$ cat config.mk
export PLATFORM = sky130hd
export DESIGN_NAME = syn_fifo_v3_flat
export DESIGN_NICKNAME = d
export VERILOG_FILES = /design/src/rtl/syn_fifo_v3_if.sv /design/src/rtl/syn_fifo_v3.sv /design/src/flat_wrapper.sv
export SDC_FILE = /design/constraint.sdc
export NUM_CORES = 1
export LEC_CHECK = 0
export BUFFER_PORTS_ARGS = -buffer_cell sky130_fd_sc_hd__buf_2
export CORE_MARGIN = 4
export CORE_UTILIZATION = 45
export DETAILED_ROUTE_END_ITERATION = 16
export GPL_TIMING_DRIVEN = 0
export PLACE_DENSITY = 0.66
export SLEW_MARGIN = 20
export SYNTH_ARGS = -nofsm -noshare
export SYNTH_HDL_FRONTEND = slang
export SYNTH_SLANG_ARGS = --single-unit
$ cat constraint.sdc
create_clock -name clk -period 1.9 [get_ports clk]
set_input_delay 0.095 -clock clk [delete_from_list [all_inputs] [get_ports clk]]
set_output_delay 0.095 -clock clk [all_outputs]
set_load 0.005 [all_outputs]
$ cat src/rtl/syn_fifo_v3_if.sv
// rtl/syn_fifo_v3_if.sv - write/read handshake and status bundle for syn_fifo_v3
interface syn_fifo_v3_if #(
  parameter int DATA_WIDTH = 16,
  parameter int FIFO_DEPTH = 16
);
  localparam int ADDR_WIDTH = $clog2(FIFO_DEPTH);

  logic                  wr_en;
  logic [DATA_WIDTH-1:0] wr_data;
  logic                  rd_en;
  logic [DATA_WIDTH-1:0] rd_data;
  logic                  rd_valid;
  logic                  full;
  logic                  empty;
  logic                  almost_full;
  logic                  almost_empty;
  logic [ADDR_WIDTH:0]   level;
  logic                  overflow;
  logic                  underflow;

  // Producer/consumer side
  modport master (
    output wr_en, wr_data, rd_en,
    input  rd_data, rd_valid, full, empty, almost_full, almost_empty,
           level, overflow, underflow
  );

  // FIFO side
  modport slave (
    input  wr_en, wr_data, rd_en,
    output rd_data, rd_valid, full, empty, almost_full, almost_empty,
           level, overflow, underflow
  );
endinterface

$ cat src/rtl/syn_fifo_v3.sv
// rtl/syn_fifo_v3.sv - single-clock FIFO with standard/FWFT read, level and error pulses
module syn_fifo_v3 #(
  parameter int DATA_WIDTH = 16,
  parameter int FIFO_DEPTH = 16,
  parameter int FWFT       = 0,
  parameter int AF_LEVEL   = FIFO_DEPTH - 2,
  parameter int AE_LEVEL   = 2
) (
  input logic         clk,
  input logic         rst,
  syn_fifo_v3_if.slave fifo
);
  localparam int ADDR_WIDTH = $clog2(FIFO_DEPTH);
  localparam int PW         = ADDR_WIDTH + 1;

  localparam logic [ADDR_WIDTH:0] LVL_ONE  = PW'(1);
  localparam logic [ADDR_WIDTH:0] LVL_FULL = PW'(FIFO_DEPTH);
  localparam logic [ADDR_WIDTH:0] AF_TH    = PW'(AF_LEVEL);
  localparam logic [ADDR_WIDTH:0] AE_TH    = PW'(AE_LEVEL);

  logic [DATA_WIDTH-1:0] mem [FIFO_DEPTH];
  logic [ADDR_WIDTH:0]   wr_ptr;
  logic [ADDR_WIDTH:0]   rd_ptr;
  logic [ADDR_WIDTH:0]   level_q;
  logic [ADDR_WIDTH:0]   level_nxt;
  logic                  full_q;
  logic                  empty_q;
  logic                  af_q;
  logic                  ae_q;
  logic                  ovf_q;
  logic                  unf_q;
  logic                  wr_acc;
  logic                  rd_acc;

  // Acceptance uses the registered flags, so a full FIFO still frees a slot
  // this cycle but cannot take the simultaneous write.
  assign wr_acc = fifo.wr_en && !full_q;
  assign rd_acc = fifo.rd_en && !empty_q;

  // Next-state occupancy; every status flag is registered from this value
  always_comb begin
    level_nxt = level_q;
    if (wr_acc && !rd_acc) begin
      level_nxt = level_q + LVL_ONE;
    end else if (!wr_acc && rd_acc) begin
      level_nxt = level_q - LVL_ONE;
    end
  end

  // Pointers, occupancy, flags and error pulses
  always_ff @(posedge clk) begin
    if (rst) begin
      wr_ptr  <= '0;
      rd_ptr  <= '0;
      level_q <= '0;
      full_q  <= 1'b0;
      empty_q <= 1'b1;
      af_q    <= 1'b0;
      ae_q    <= 1'b1;
      ovf_q   <= 1'b0;
      unf_q   <= 1'b0;
    end else begin
      if (wr_acc) begin
        wr_ptr <= wr_ptr + LVL_ONE;
      end
      if (rd_acc) begin
        rd_ptr <= rd_ptr + LVL_ONE;
      end
      level_q <= level_nxt;
      full_q  <= (level_nxt == LVL_FULL);
      empty_q <= (level_nxt == '0);
      af_q    <= (level_nxt >= AF_TH);
      ae_q    <= (level_nxt <= AE_TH);
      ovf_q   <= fifo.wr_en && full_q;
      unf_q   <= fifo.rd_en && empty_q;
    end
  end

  // Storage array; not reset, and writes are blocked in the reset cycle
  always_ff @(posedge clk) begin
    if (!rst && wr_acc) begin
      mem[wr_ptr[ADDR_WIDTH-1:0]] <= fifo.wr_data;
    end
  end

  if (FWFT != 0) begin : g_fwft
    assign fifo.rd_data  = mem[rd_ptr[ADDR_WIDTH-1:0]];
    assign fifo.rd_valid = !empty_q;
  end else begin : g_std
    logic [DATA_WIDTH-1:0] rd_data_q;
    logic                  rd_valid_q;

    // Registered read port: data loads on accept, valid is a one-cycle pulse
    always_ff @(posedge clk) begin
      if (rst) begin
        rd_data_q  <= '0;
        rd_valid_q <= 1'b0;
      end else begin
        rd_valid_q <= rd_acc;
        if (rd_acc) begin
          rd_data_q <= mem[rd_ptr[ADDR_WIDTH-1:0]];
        end
      end
    end

    assign fifo.rd_data  = rd_data_q;
    assign fifo.rd_valid = rd_valid_q;
  end

  assign fifo.full         = full_q;
  assign fifo.empty        = empty_q;
  assign fifo.almost_full  = af_q;
  assign fifo.almost_empty = ae_q;
  assign fifo.level        = level_q;
  assign fifo.overflow     = ovf_q;
  assign fifo.underflow    = unf_q;
endmodule

$ cat src/flat_wrapper.sv
// flat-port wrapper written by rule: the top's interface ports become plain ports
module syn_fifo_v3_flat 
#(
  parameter int DATA_WIDTH = 16,
  parameter int FIFO_DEPTH = 16,
  parameter int FWFT       = 0,
  parameter int AF_LEVEL   = FIFO_DEPTH - 2,
  parameter int AE_LEVEL   = 2
)
  (clk, rst, fifo_wr_en, fifo_wr_data, fifo_rd_en, fifo_rd_data, fifo_rd_valid, fifo_full, fifo_empty, fifo_almost_full, fifo_almost_empty, fifo_level, fifo_overflow, fifo_underflow);
  syn_fifo_v3_if #(.DATA_WIDTH(DATA_WIDTH), .FIFO_DEPTH(FIFO_DEPTH)) fifo_i ();
  input logic clk;
  input logic rst;
  input wire logic [$bits(fifo_i.wr_en)-1:0] fifo_wr_en;
  input wire logic [$bits(fifo_i.wr_data)-1:0] fifo_wr_data;
  input wire logic [$bits(fifo_i.rd_en)-1:0] fifo_rd_en;
  output wire logic [$bits(fifo_i.rd_data)-1:0] fifo_rd_data;
  output wire logic [$bits(fifo_i.rd_valid)-1:0] fifo_rd_valid;
  output wire logic [$bits(fifo_i.full)-1:0] fifo_full;
  output wire logic [$bits(fifo_i.empty)-1:0] fifo_empty;
  output wire logic [$bits(fifo_i.almost_full)-1:0] fifo_almost_full;
  output wire logic [$bits(fifo_i.almost_empty)-1:0] fifo_almost_empty;
  output wire logic [$bits(fifo_i.level)-1:0] fifo_level;
  output wire logic [$bits(fifo_i.overflow)-1:0] fifo_overflow;
  output wire logic [$bits(fifo_i.underflow)-1:0] fifo_underflow;
  assign fifo_i.wr_en = fifo_wr_en;
  assign fifo_i.wr_data = fifo_wr_data;
  assign fifo_i.rd_en = fifo_rd_en;
  assign fifo_rd_data = fifo_i.rd_data;
  assign fifo_rd_valid = fifo_i.rd_valid;
  assign fifo_full = fifo_i.full;
  assign fifo_empty = fifo_i.empty;
  assign fifo_almost_full = fifo_i.almost_full;
  assign fifo_almost_empty = fifo_i.almost_empty;
  assign fifo_level = fifo_i.level;
  assign fifo_overflow = fifo_i.overflow;
  assign fifo_underflow = fifo_i.underflow;
  syn_fifo_v3 #(.DATA_WIDTH(DATA_WIDTH), .FIFO_DEPTH(FIFO_DEPTH), .FWFT(FWFT), .AF_LEVEL(AF_LEVEL), .AE_LEVEL(AE_LEVEL)) u_core (.clk(clk), .rst(rst), .fifo(fifo_i));
endmodule
**Word-level counts from Yosys, hierarchy flattened**

Memory sizes are Yosys's and may differ from the RTL's. A register that Yosys moved wholly into a read port is not among the register bits.
Index checks and enable logic that the tools add are counted.

- Flip-flop bits (word level): 22
- Bits in writable memories: 256
- Output and inout port bits: 28
- Word-level logic and storage cells: 35
- Memories: 1

- $add $sub $neg: 4
- Order comparisons: 2
- Equal/unequal tests: 1
- Mux-type cells: 4
- Reductions and logical operators: 13

Memory list:

| name | depth | width | read ports | clocked after Yosys merged registers in | write ports | RTL line | source |
|---|---|---|---|---|---|---|---|
| u_core.mem | 16 | 16 | 1 | 1 | 1 | syn_fifo_v3.sv:21 | `logic [DATA_WIDTH-1:0] mem [FIFO_DEPTH];` |

Operators with widths:

| operator | number |
|---|---|
| $add A5 B1 Y5 const B | 3 |
| $mux W5 | 2 |
| $logic_and A1 B1 Y1 | 7 |
| $eq A5 B5 Y1 const B | 1 |
| $ge A5 B4 Y1 const B | 1 |
| $le A5 B2 Y1 const B | 1 |
| $logic_not A1 Y1 | 5 |
| $logic_not A5 Y1 | 1 |
| $sub A5 B1 Y5 const B | 1 |
| $mux W1 | 2 |

**Depth between registers and ports, before layout**

- Word-level depth: 7
- Mapped depth: 7
- Gate-level depth less buffers: 7

**Least setup slack after synthesis**

OpenSTA, ideal clock, no wires.

- Path kind: flip-flop to flip-flop
- Start point: register u_core.wr_ptr[2]
- End point: memory u_core.mem[5][0], enable pin
- Setup time: 0.388 ns
- Arrival: 1.601 ns
- Required time: 1.512 ns
- Setup slack: -0.090 ns
- Stages on the path, launching flop included: 3
- Period minus slack after synthesis: 1.990 ns
- Path through: dfxtp_1 -> or3b_2 -> nor2_1

RTL lines:

| element | RTL line | source |
|---|---|---|
| start: declaration | syn_fifo_v3.sv:22 | `logic [ADDR_WIDTH:0] wr_ptr;` |
| start signal: assignment | syn_fifo_v3.sv:64 | `wr_ptr <= wr_ptr + LVL_ONE;` |
| end: declaration | syn_fifo_v3.sv:21 |  |

No word-level cell before the write port.

==> run_results.csv <==
group,metric,value,unit
status,outcome,"finished, final reports clean",
grt,globalRoute.totalOverflow,0,
placed_design,gp_congestion,0.796,
synthesis,seq_area_frac_synth,0.756,
final_layout,nets,746,
synthesis,synth_fp_nets,603,
sta,setup_violations,0,
final_layout,post-route-util,0.564,
synthesis,synth.cell_area,11100,µm²
pwr,leakagePower,4.57,nW
drt,drt-initial-drc-count,574,
critical_path,cp-start-kind,"register",
floorplan,dieArea,27300,µm²
floorplan,die_x,165,µm
synthesis,synthCells,576,
drt,vias,5995,
grt,grt_pass1_vias,6225,
sta,setup-tns-final,0,ps
drt,wl,25400,µm
floorplan,boundaryPins,48,
clock_network,cts.sinks,292,
sta,hold_viol,0,
sta,slew_violations,0,
sta,fin_ws,19.1,ps
floorplan,start_util,0.457,
clock_network,clock_latency,540,ps
critical_path,critPathRequiredTime,2280,ps
sta,clock_skew,23.4,ps
synthesis,avgSynthCellArea,19.3,µm²
grt,grt_pass1_wl,38400,µm
drt,dr.pass1.iters,5,
grt,antenna_found_initial,0,
synthesis,synth.distinct_cells,38,
pwr,power_density,1070,nW/µm²
final_layout,num-fill-cells,1780,
final_layout,diodes,0,
critical_path,cp-end-kind,"register",
final_layout,drive_above_1_share,0.358,
clock_network,clock_path_buffers,3,
sta,slew_headroom,0.504,
floorplan,rows,57,
sta,max_freq,532,MHz
synthesis,synth.yosys.warnings,0,
sta,worst_pin_slew,743,ps
drt,drc,0,
grt,grt_usage,0.191,
sta,fin_crit,1880,ps
placed_design,dp_slack,-475,ps
clock_network,cts_tree,"done",
critical_path,cp_max_fo,10,
min_path,hp-class,"input pin to register",
floorplan,core-area,24300,µm²
clock_network,cts_buffers,29,
critical_path,worstPathArrival,2270,ps
synthesis,ys_ff_latch,292,
clock_network,clockRootBuffer,"clkbuf_16",
clock_network,htree_levels,1,
critical_path,crit_type,"register to register",
drt,ant_nets,0,
grt,grt_max_degree,17,
drt,wl_per_cell,23.9,µm
placed_design,place_hpwl,15600,µm
pwr,ir_worst_vdd,785,µV
placed_design,port_buffers,47,
clock_network,clk_pin_slew,60,ps
run,maxCapViolations,0,
placed_design,dpl_cell_area,12000,µm²
final_layout,fin_area,13700,µm²
floorplan,die_y,165,µm
sta,post-route-period-util,0.990,
sta,holdWs,24.9,ps
sta,rsz0062_at_grt,"true",
drt,vias_per_cell,5.63,
final_layout,syn_to_final_growth,23.4,%
## cells in the final DEF (no fill, tap or decap), types with 3 or more instances in the layout
cell type / n
clkbuf_16: 29
nor2b_1: 5
inv_1: 5
a22oi_2: 13
buf_12: 13
xnor2_1: 3
clkbuf_1: 12
nor3_1: 4
nand3_1: 3
clkbuf_2: 7
buf_4: 32
ha_1: 7
dlygate4sd3_1: 19
buf_8: 3
buf_2: 53
dfxtp_1: 35
xor2_1: 6
clkinv_2: 5
a22oi_1: 20
a21oi_1: 32
edfxtp_1: 256
clkinv_1: 4
nand2_1: 12
nor2_1: 32
bufinv_16: 6
nor2_4: 17
buf_6: 10
mux4_2: 64
## cell families after synthesis
logic type | count (synthesis) | synth area share
flops | 292 | 0.756
xor+xnor | 9 | 0.00709
mux | 66 | 0.132
compound gates | 78 | 0.0450
simple gates | 86 | 0.0346
fa+ha+maj | 7 | 0.00787
buf+inv | 38 | 0.0179
## synthesized netlist by cell type
cell       number  share of area
nor2_1         49          0.017
nor2_4          1         0.0010
a41o_1          2         0.0018
a21oi_1        34          0.015
mux2_2          1         0.0010
dfxtp_1        36          0.065
nand2_1        13         0.0044
mux4_2         64           0.13
and2_1          2         0.0011
buf_2          12         0.0054
a211oi_1        1        0.00068
buf_1           2        0.00068
or3_1           2         0.0011
nand2b_1        2         0.0011
inv_1           5         0.0017
nor2b_1         5         0.0028
ha_1            7         0.0079
or3b_2          1        0.00079
mux2i_1         1        0.00090
nand3b_1        1        0.00068
and4_1          1        0.00079
o21ai_0         3         0.0013
nand4_1         2         0.0011
buf_6           4         0.0040
xor2_1          6         0.0047
a21o_1          1        0.00068
clkbuf_1       13         0.0044
o31ai_1         1        0.00068
nor3_1          4         0.0018
inv_2           1        0.00034
nand3_1         3         0.0013
xnor2_1         3         0.0024
o211a_1         1        0.00090
a31oi_1         1        0.00056
buf_8           1         0.0013
a2bb2oi_1       1        0.00079
a22oi_1        33          0.022
edfxtp_1      256           0.69
## metrics by stage
step	power (mW)	std cells
floorplan	8.26	576
global placement	8.69	947
detailed placement	8.77	956
CTS	14.7	1042
global route	15.2	1064
finish	14.7	1064
## final cells by class
| cell class | instances | area, µm² | area share |
|---|---|---|---|
| tap | 324 | 405 | 0.0295 |
| clock inverter | 16 | 228 | 0.0166 |
| inverter | 6 | 22.5 | 0.00164 |
| clock buffer | 36 | 752 | 0.0548 |
| buffer | 32 | 267 | 0.0194 |
| sequential | 292 | 8410 | 0.613 |
| multi-input combinational | 246 | 2730 | 0.199 |
| timing repair buffer | 112 | 916 | 0.0667 |
## power by group
part / total [mW] / switching [mW] / internal (mW)
Clock: 5.88 / 2.28 / 3.60
Combinational: 1.59 / 0.834 / 0.755
Sequential: 7.21 / 0.0971 / 7.11
## metal layers
metal | wire length [µm] | share of wire | track usage
met1 | 9970 | 0.39 | 0.258
met2 | 13000 | 0.51 | 0.329
met3 | 1740 | 0.069 | 0.0283
met4 | 724 | 0.028 | 0.0484
met5 | 0 | 0 | 0
## final timing paths
check | start | end | slack, ps | cells past startpoint
worst max-delay path | u_core.rd_ptr[0]$_SDFFE_PP0P_ | u_core.fifo.rd_data[6]$_SDFFE_PP0P_ | 20 | 7
worst min-delay path | rst | u_core.fifo.level[4]$_SDFF_PP0_ | 20 | 4
worst max register to register | u_core.rd_ptr[0]$_SDFFE_PP0P_ | u_core.fifo.rd_data[6]$_SDFFE_PP0P_ | 20 | 7
worst min register to register | u_core.fifo.full$_SDFF_PP0_ | u_core.fifo.overflow$_SDFF_PP0_ | 460 | 2
## state kept, by name, summed over array words and instances (netlist names)
signal / cells
u_core.wr_ptr: 4
u_core.fifo.rd_valid: 1
u_core.fifo.level: 5
u_core.mem: 256
u_core.rd_ptr: 4
u_core.fifo.almost_full: 1
u_core.fifo.almost_empty: 1
u_core.fifo.rd_data: 16
u_core.fifo.underflow: 1
u_core.fifo.overflow: 1
u_core.fifo.full: 1
u_core.fifo.empty: 1
## critical path, cell delays in order (launching register included)
cell     delay, ps
dfxtp_4        390
buf_12         140
buf_12         160
mux4_2         520
a22oi_2        190
a21oi_2        120
a21oi_1        130
nor2_1          50
## timing repair
item,in CTS,in global routing
hold buffers,19,0
gates resized for setup,44,20
endpoints found under the setup margin,191,111
pin swaps,7,8
buffers inserted,15,22
endpoints found under the hold margin,260,0
Note: power is estimated with default switching activity, not from simulation.
